File: src/rtl/qpu_itcm_ctrl.sv
// rtl/qpu_itcm_ctrl.sv - ITCM SRAM controller arbitrating ext (loader/debug) and IFU ICB ports
//
// Purpose:
//   Shares one single-port SRAM between the instruction fetch unit and an
//   external (loader/debug) ICB master. At most one SRAM access is made per
//   cycle, and the external port has fixed priority. Each port can have one
//   outstanding response. The response arrives one cycle after the command
//   handshake. Read data is held per port, so a stalled response keeps stable
//   data while the other port keeps using the SRAM.
//
// Ports:
//   clk, rst_n             clock, asynchronous active-low reset
//   ifu_icb_cmd_*          IFU fetch command (valid/ready/addr)
//   ifu_icb_rsp_*          IFU response (valid/ready/rdata)
//   ifu_holdup             SRAM output still holds the last IFU-read word
//   ext_icb_cmd_*          external command (valid/ready/addr/read/wdata/wmask)
//   ext_icb_rsp_*          external response (valid/ready/rdata, 0 for writes)
//   ram_cs/we/addr/wem/din SRAM command side, ram_dout SRAM read data
//
// Configuration:
//   QPU_ITCM_HOLDUP_EN     when defined, builds the holdup flag; otherwise
//                          ifu_holdup is tied to 0.

`ifndef QPU_ITCM_ADDR_WIDTH
`define QPU_ITCM_ADDR_WIDTH 16
`endif
`ifndef QPU_ITCM_DATA_WIDTH
`define QPU_ITCM_DATA_WIDTH 64
`endif

module qpu_itcm_ctrl #(
  parameter int AW = `QPU_ITCM_ADDR_WIDTH,
  parameter int DW = `QPU_ITCM_DATA_WIDTH
) (
  input  logic            clk,
  input  logic            rst_n,

  input  logic            ifu_icb_cmd_valid,
  output logic            ifu_icb_cmd_ready,
  input  logic [AW-1:0]   ifu_icb_cmd_addr,
  output logic            ifu_icb_rsp_valid,
  input  logic            ifu_icb_rsp_ready,
  output logic [DW-1:0]   ifu_icb_rsp_rdata,
  output logic            ifu_holdup,

  input  logic            ext_icb_cmd_valid,
  output logic            ext_icb_cmd_ready,
  input  logic [AW-1:0]   ext_icb_cmd_addr,
  input  logic            ext_icb_cmd_read,
  input  logic [DW-1:0]   ext_icb_cmd_wdata,
  input  logic [DW/8-1:0] ext_icb_cmd_wmask,
  output logic            ext_icb_rsp_valid,
  input  logic            ext_icb_rsp_ready,
  output logic [DW-1:0]   ext_icb_rsp_rdata,

  output logic            ram_cs,
  output logic            ram_we,
  output logic [AW-4:0]   ram_addr,
  output logic [DW/8-1:0] ram_wem,
  output logic [DW-1:0]   ram_din,
  input  logic [DW-1:0]   ram_dout
);

  // Per-port response state
  logic          ifu_pend_q, ifu_pend_d;
  logic          ifu_first_q;
  logic [DW-1:0] ifu_hold_q;
  logic          ext_pend_q, ext_pend_d;
  logic          ext_first_q;
  logic          ext_rd_q;
  logic [DW-1:0] ext_hold_q;

  logic ifu_rsp_hs, ext_rsp_hs;
  logic ifu_free, ext_free;
  logic ifu_cmd_hs, ext_cmd_hs;
  logic [DW-1:0] ifu_rdata_raw, ext_rdata_raw;

  // The byte offset within a word is not needed to address the SRAM
  logic unused_addr_lsbs;
  assign unused_addr_lsbs = ^{ifu_icb_cmd_addr[2:0], ext_icb_cmd_addr[2:0]};

  // A slot is reusable in the same cycle its response handshakes,
  // which allows back-to-back commands without a bubble.
  assign ifu_rsp_hs = ifu_pend_q & ifu_icb_rsp_ready;
  assign ext_rsp_hs = ext_pend_q & ext_icb_rsp_ready;
  assign ifu_free   = ~ifu_pend_q | ifu_rsp_hs;
  assign ext_free   = ~ext_pend_q | ext_rsp_hs;

  // External port always wins. IFU is locked out whenever ext requests,
  // even if ext itself is stalled by its own full slot.
  assign ext_icb_cmd_ready = ext_icb_cmd_valid & ext_free;
  assign ifu_icb_cmd_ready = ~ext_icb_cmd_valid & ifu_free;

  assign ext_cmd_hs = ext_icb_cmd_valid & ext_icb_cmd_ready;
  assign ifu_cmd_hs = ifu_icb_cmd_valid & ifu_icb_cmd_ready;

  // SRAM command; chip select is also suppressed during reset
  assign ram_cs   = rst_n & (ext_cmd_hs | ifu_cmd_hs);
  assign ram_we   = ram_cs & ext_cmd_hs & ~ext_icb_cmd_read;
  assign ram_wem  = ram_we ? ext_icb_cmd_wmask : '0;
  assign ram_din  = ext_icb_cmd_wdata;
  assign ram_addr = ext_icb_cmd_valid ? ext_icb_cmd_addr[AW-1:3]
                                      : ifu_icb_cmd_addr[AW-1:3];

  assign ifu_pend_d = ifu_cmd_hs | (ifu_pend_q & ~ifu_rsp_hs);
  assign ext_pend_d = ext_cmd_hs | (ext_pend_q & ~ext_rsp_hs);

  always_ff @(posedge clk or negedge rst_n) begin
    if (!rst_n) begin
      ifu_pend_q  <= 1'b0;
      ifu_first_q <= 1'b0;
      ext_pend_q  <= 1'b0;
      ext_first_q <= 1'b0;
      ext_rd_q    <= 1'b0;
    end else begin
      ifu_pend_q  <= ifu_pend_d;
      ifu_first_q <= ifu_cmd_hs;
      ext_pend_q  <= ext_pend_d;
      ext_first_q <= ext_cmd_hs;
      if (ext_cmd_hs) begin
        ext_rd_q <= ext_icb_cmd_read;
      end
    end
  end

  // The holding registers carry data only and are not reset. They capture
  // the SRAM output in the first response cycle, because a later access
  // by the other port overwrites ram_dout.
  always_ff @(posedge clk) begin
    if (ifu_first_q) begin
      ifu_hold_q <= ram_dout;
    end
    if (ext_first_q) begin
      ext_hold_q <= ram_dout;
    end
  end

  assign ifu_rdata_raw = ifu_first_q ? ram_dout : ifu_hold_q;
  assign ext_rdata_raw = ext_first_q ? ram_dout : ext_hold_q;

  assign ifu_icb_rsp_valid = ifu_pend_q;
  assign ifu_icb_rsp_rdata = ifu_rdata_raw;
  assign ext_icb_rsp_valid = ext_pend_q;
  assign ext_icb_rsp_rdata = ext_rd_q ? ext_rdata_raw : '0;

`ifdef QPU_ITCM_HOLDUP_EN
  // Arbitration keeps the IFU and ext handshakes mutually exclusive,
  // so set and clear never collide.
  logic holdup_q, holdup_d;

  always_comb begin
    holdup_d = holdup_q;
    if (ifu_cmd_hs) begin
      holdup_d = 1'b1;
    end else if (ext_cmd_hs) begin
      holdup_d = 1'b0;
    end
  end

  always_ff @(posedge clk or negedge rst_n) begin
    if (!rst_n) begin
      holdup_q <= 1'b0;
    end else begin
      holdup_q <= holdup_d;
    end
  end

  assign ifu_holdup = holdup_q;
`else
  assign ifu_holdup = 1'b0;
`endif

endmodule

File: config.mk
export PLATFORM = sky130hd
export DESIGN_NAME = qpu_itcm_ctrl
export DESIGN_NICKNAME = d
export VERILOG_FILES = /design/src/rtl/qpu_itcm_ctrl.sv
export SDC_FILE = /design/constraint.sdc
export NUM_CORES = 1
export LEC_CHECK = 0
export CELL_PAD_IN_SITES_DETAIL_PLACEMENT = 0
export CELL_PAD_IN_SITES_GLOBAL_PLACEMENT = 1
export CORE_MARGIN = 10
export CORE_UTILIZATION = 25
export CTS_CLUSTER_DIAMETER = 40
export CTS_CLUSTER_SIZE = 28
export DETAILED_ROUTE_END_ITERATION = 12
export PLACE_DENSITY_LB_ADDON = 0.1
export SYNTH_ARGS = -nofsm -noshare
export SYNTH_HDL_FRONTEND = slang
export SYNTH_SLANG_ARGS = --single-unit
File: constraint.sdc
create_clock -name clk -period 2.5 [get_ports clk]
set_clock_uncertainty 0.05 [all_clocks]
set_input_delay 0.25 -clock clk [delete_from_list [all_inputs] [get_ports clk]]
set_output_delay 0.25 -clock clk [all_outputs]
set_load 0.03 [all_outputs]
==> qor.yml <==
outcome:
  status: "completed"
clocking:
  clockBufferDepth: 2
  cts.sinks: 133
  cts_made_buffers: 17
  clk_pin_slew_worst_paths_ps: 60
  cts_tree: "built"
  clk_latency_ps: 410
  cts-root-buf: "clkbuf_16"
  cts_max_level: 4
  post_cts_buffers: 0
floorplan:
  core_area_sq_mm: 0.0226
  pin_count: 395
  initial_core_util_pct: 25.3
  die_area_sq_mm: 0.0294
  num_rows: 55
  die_w_microns: 171
  fp.dieH_microns: 171
placed_design:
  port_buffers: 259
  placed_area_sq_mm: 0.00817
  dp_hpwl_mm: 14.9
  gp_congestion: 0.713
  dp_slack_ps: 290
synth:
  netlist_instances: 450
  ys_warn_count: 0
  synth_cell_types: 18
  seq_area_frac_synth_pct: 46.8
  ys_async_sr_fraction_pct: 3.76
  synth_top_flop_cell: "dfxtp_1"
  ys_ff_latch: 133
  synth_nets: 625
  synth-edff-count: 0
  syn_area_per_cell_sq_um: 12.7
  syn_area_sq_mm: 0.00574
critical_path:
  crit_type: "register to output pin"
  rrSetupSlack_ps: 1250
  start_kind: "register"
  crit_arrival_ps: 2120
  r2r_end: "ext_hold_q[0]$_DFF_P_"
  r2r_cells: 2
  end_kind: "output pin"
  required_ps: 2200
  crit-reg2reg-launch: "ext_first_q$_DFF_PN0_"
  cp_max_fo: 43
sta:
  finalCritPeriodShare_pct: 96.7
  timing.final.max_slew_violations: 0
  period_minus_slack_ps: 2420
  rsz0062_at_grt: "false"
  setup-violations-final: 0
  finalWorstSetupSlack_ps: 82.4
  fin_tns_setup_ps: 0
  max_freq_ghz: 0.414
  hold_viol: 0
detailed_routing:
  avgViaCountPerCell: 4.01
  routed_wirelength_mm: 19.0
  ant_nets: 0
  wire_per_inst_microns: 20.1
  vias: 3791
  drc: 0
  drt-initial-drc-count: 116
  drt_pass1_iterations: 4
power:
  clock_power_share_pct: 33.2
  power.internal_w: 0.00518
  seqPwrFrac_pct: 34.0
  p_sw_w: 0.00243
  powerDensity_mw_per_mm2: 875
  vdd_ir_drop_max_mv: 0.367
  leakage_nw: 3.79
  p_sw_share_pct: 31.9
  p_comb_share_pct: 32.7
grt:
  antenna_found_initial: 0
  grt_max_degree: 44
  grt_pass1_vias: 4343
  grt_usage_pct: 12.5
  gr-total-overflow: 0
  grt_pass1_wl_mm: 27.4
hold_path:
  hp-class: "primary input to asynchronous set/reset pin"
finish:
  drive_gt1_share_pct: 30.1
  fill_cells: 2192
  syn_to_final_growth_pct: 51.6
  layout.nets: 823
  fin_area_sq_mm: 0.00870
  n_antenna_cell: 0
  utilization_pct: 38.4
  multiInputGateArea_sq_mm: 0.00234
  final-seq-area_sq_mm: 0.00269
job:
  maxCapViolCount: 0
==> cell type report <==
type / instances / area share [%]
Clock inverter: 13 / 1.68
Tap cell: 285 / 4.10
Timing Repair Buffer: 268 / 31.0
Sequential cell: 133 / 31.0
Multi-Input combinational cell: 225 / 26.9
Clock buffer: 19 / 5.21
Inverter: 3 / 0.129
==> routing by layer <==
metal | wire, microns | GRT usage, % | vias up
met5 | 0 | 0 | -
met4 | 292 | 4.69 | 0
met3 | 1960 | 5.84 | 27
met2 | 9690 | 22.1 | 195
met1 | 7050 | 12.5 | 1753
li1 | - | - | 1816
==> logic make-up after synthesis <==
kind of cell / count (synthesis) / synth area share (%)
and+or+nand+nor: 81 / 8.86
buffers and inverters: 92 / 12.3
muxes: 142 / 31.8
DFF: 133 / 46.8
other: 1 / 0.0654
AOI/OAI and AO/OA: 1 / 0.131
==> power by group through the flow <==
stage          clock (W)  sequential (W)  combinational, W
2_1_floorplan          0         0.00260           0.00174
3_3_place_gp           0         0.00263           0.00264
3_5_place_dp           0         0.00264           0.00264
4_1_cts          0.00261         0.00260           0.00254
5_1_grt          0.00269         0.00263           0.00264
6_report         0.00253         0.00259           0.00249
==> what timing repair did <==
item	in CTS	in global routing
cloned	0	0
hold buffers	0	0
endpoints found under the setup margin	65	4
gates resized for setup	65	4
==> cell usage after synthesis (2+ instances only) <==
library cell	instances	area, sq um
dfxtp_1	128	2560
mux2_2	82	923
and2_1	70	438
buf_4	65	488
mux2_4	60	901
buf_2	9	45.0
clkbuf_1	8	30.0
buf_12	6	120
dfrtp_1	5	125
nand2_1	4	15.0
and2_4	3	26.3
inv_1	3	11.3
nand2b_1	2	12.5
==> flip-flops by register name, indices dropped and copies added (netlist names) <==
name               flops
ext_rd_q               1
ifu_icb_rsp_valid      1
ifu_hold_q            64
ext_hold_q            64
ifu_first_q            1
ext_first_q            1
ext_icb_rsp_valid      1
==> placed cells by master, fill, tap and decap left out, types with 4 or more instances in the layout <==
cell,synthesis,routed
clkdlybuf4s50_1,0,181
dfxtp_1,128,128
mux2_2,82,82
and2_1,70,70
dlygate4sd2_1,0,64
mux2_4,60,60
clkbuf_16,0,17
buf_12,6,10
buf_4,65,8
nand2_1,4,4
inv_6,0,4
dlymetal6s2s_1,0,4
==> through the flow <==
stage / hold slack, ps / power (W) / instances
finish: 85.1 / 0.00761 / 946
global route: 89.5 / 0.00797 / 946
CTS: 66.7 / 0.00775 / 946
detailed placement: 405 / 0.00529 / 914
global placement: 401 / 0.00527 / 914
floorplan: -95.6 / 0.00434 / 450
==> critical path: stages, from the launching register on <==
cell	delay, ps
dfrtp_2	400
buf_12	260
mux2_2	380
clkdlybuf4s50_1	630
==> worst max path at each step <==
stage | depth (start not counted) | endpoint | slack [ps] | start
finish | 3 | ifu_icb_rsp_rdata[26] | 80 | ifu_first_q$_DFF_PN0_
global route | 3 | ifu_icb_rsp_rdata[35] | 3 | ifu_first_q$_DFF_PN0_
CTS | 3 | ifu_icb_rsp_rdata[42] | 30 | ifu_first_q$_DFF_PN0_
detailed placement | 4 | ram_addr[12] | 290 | ext_icb_cmd_valid
global placement | 4 | ram_addr[8] | 280 | ext_icb_cmd_valid
floorplan | 4 | ram_wem[0] | 640 | ext_icb_rsp_valid$_DFF_PN0_
No activity file was read; power rests on OpenSTA's default activity.
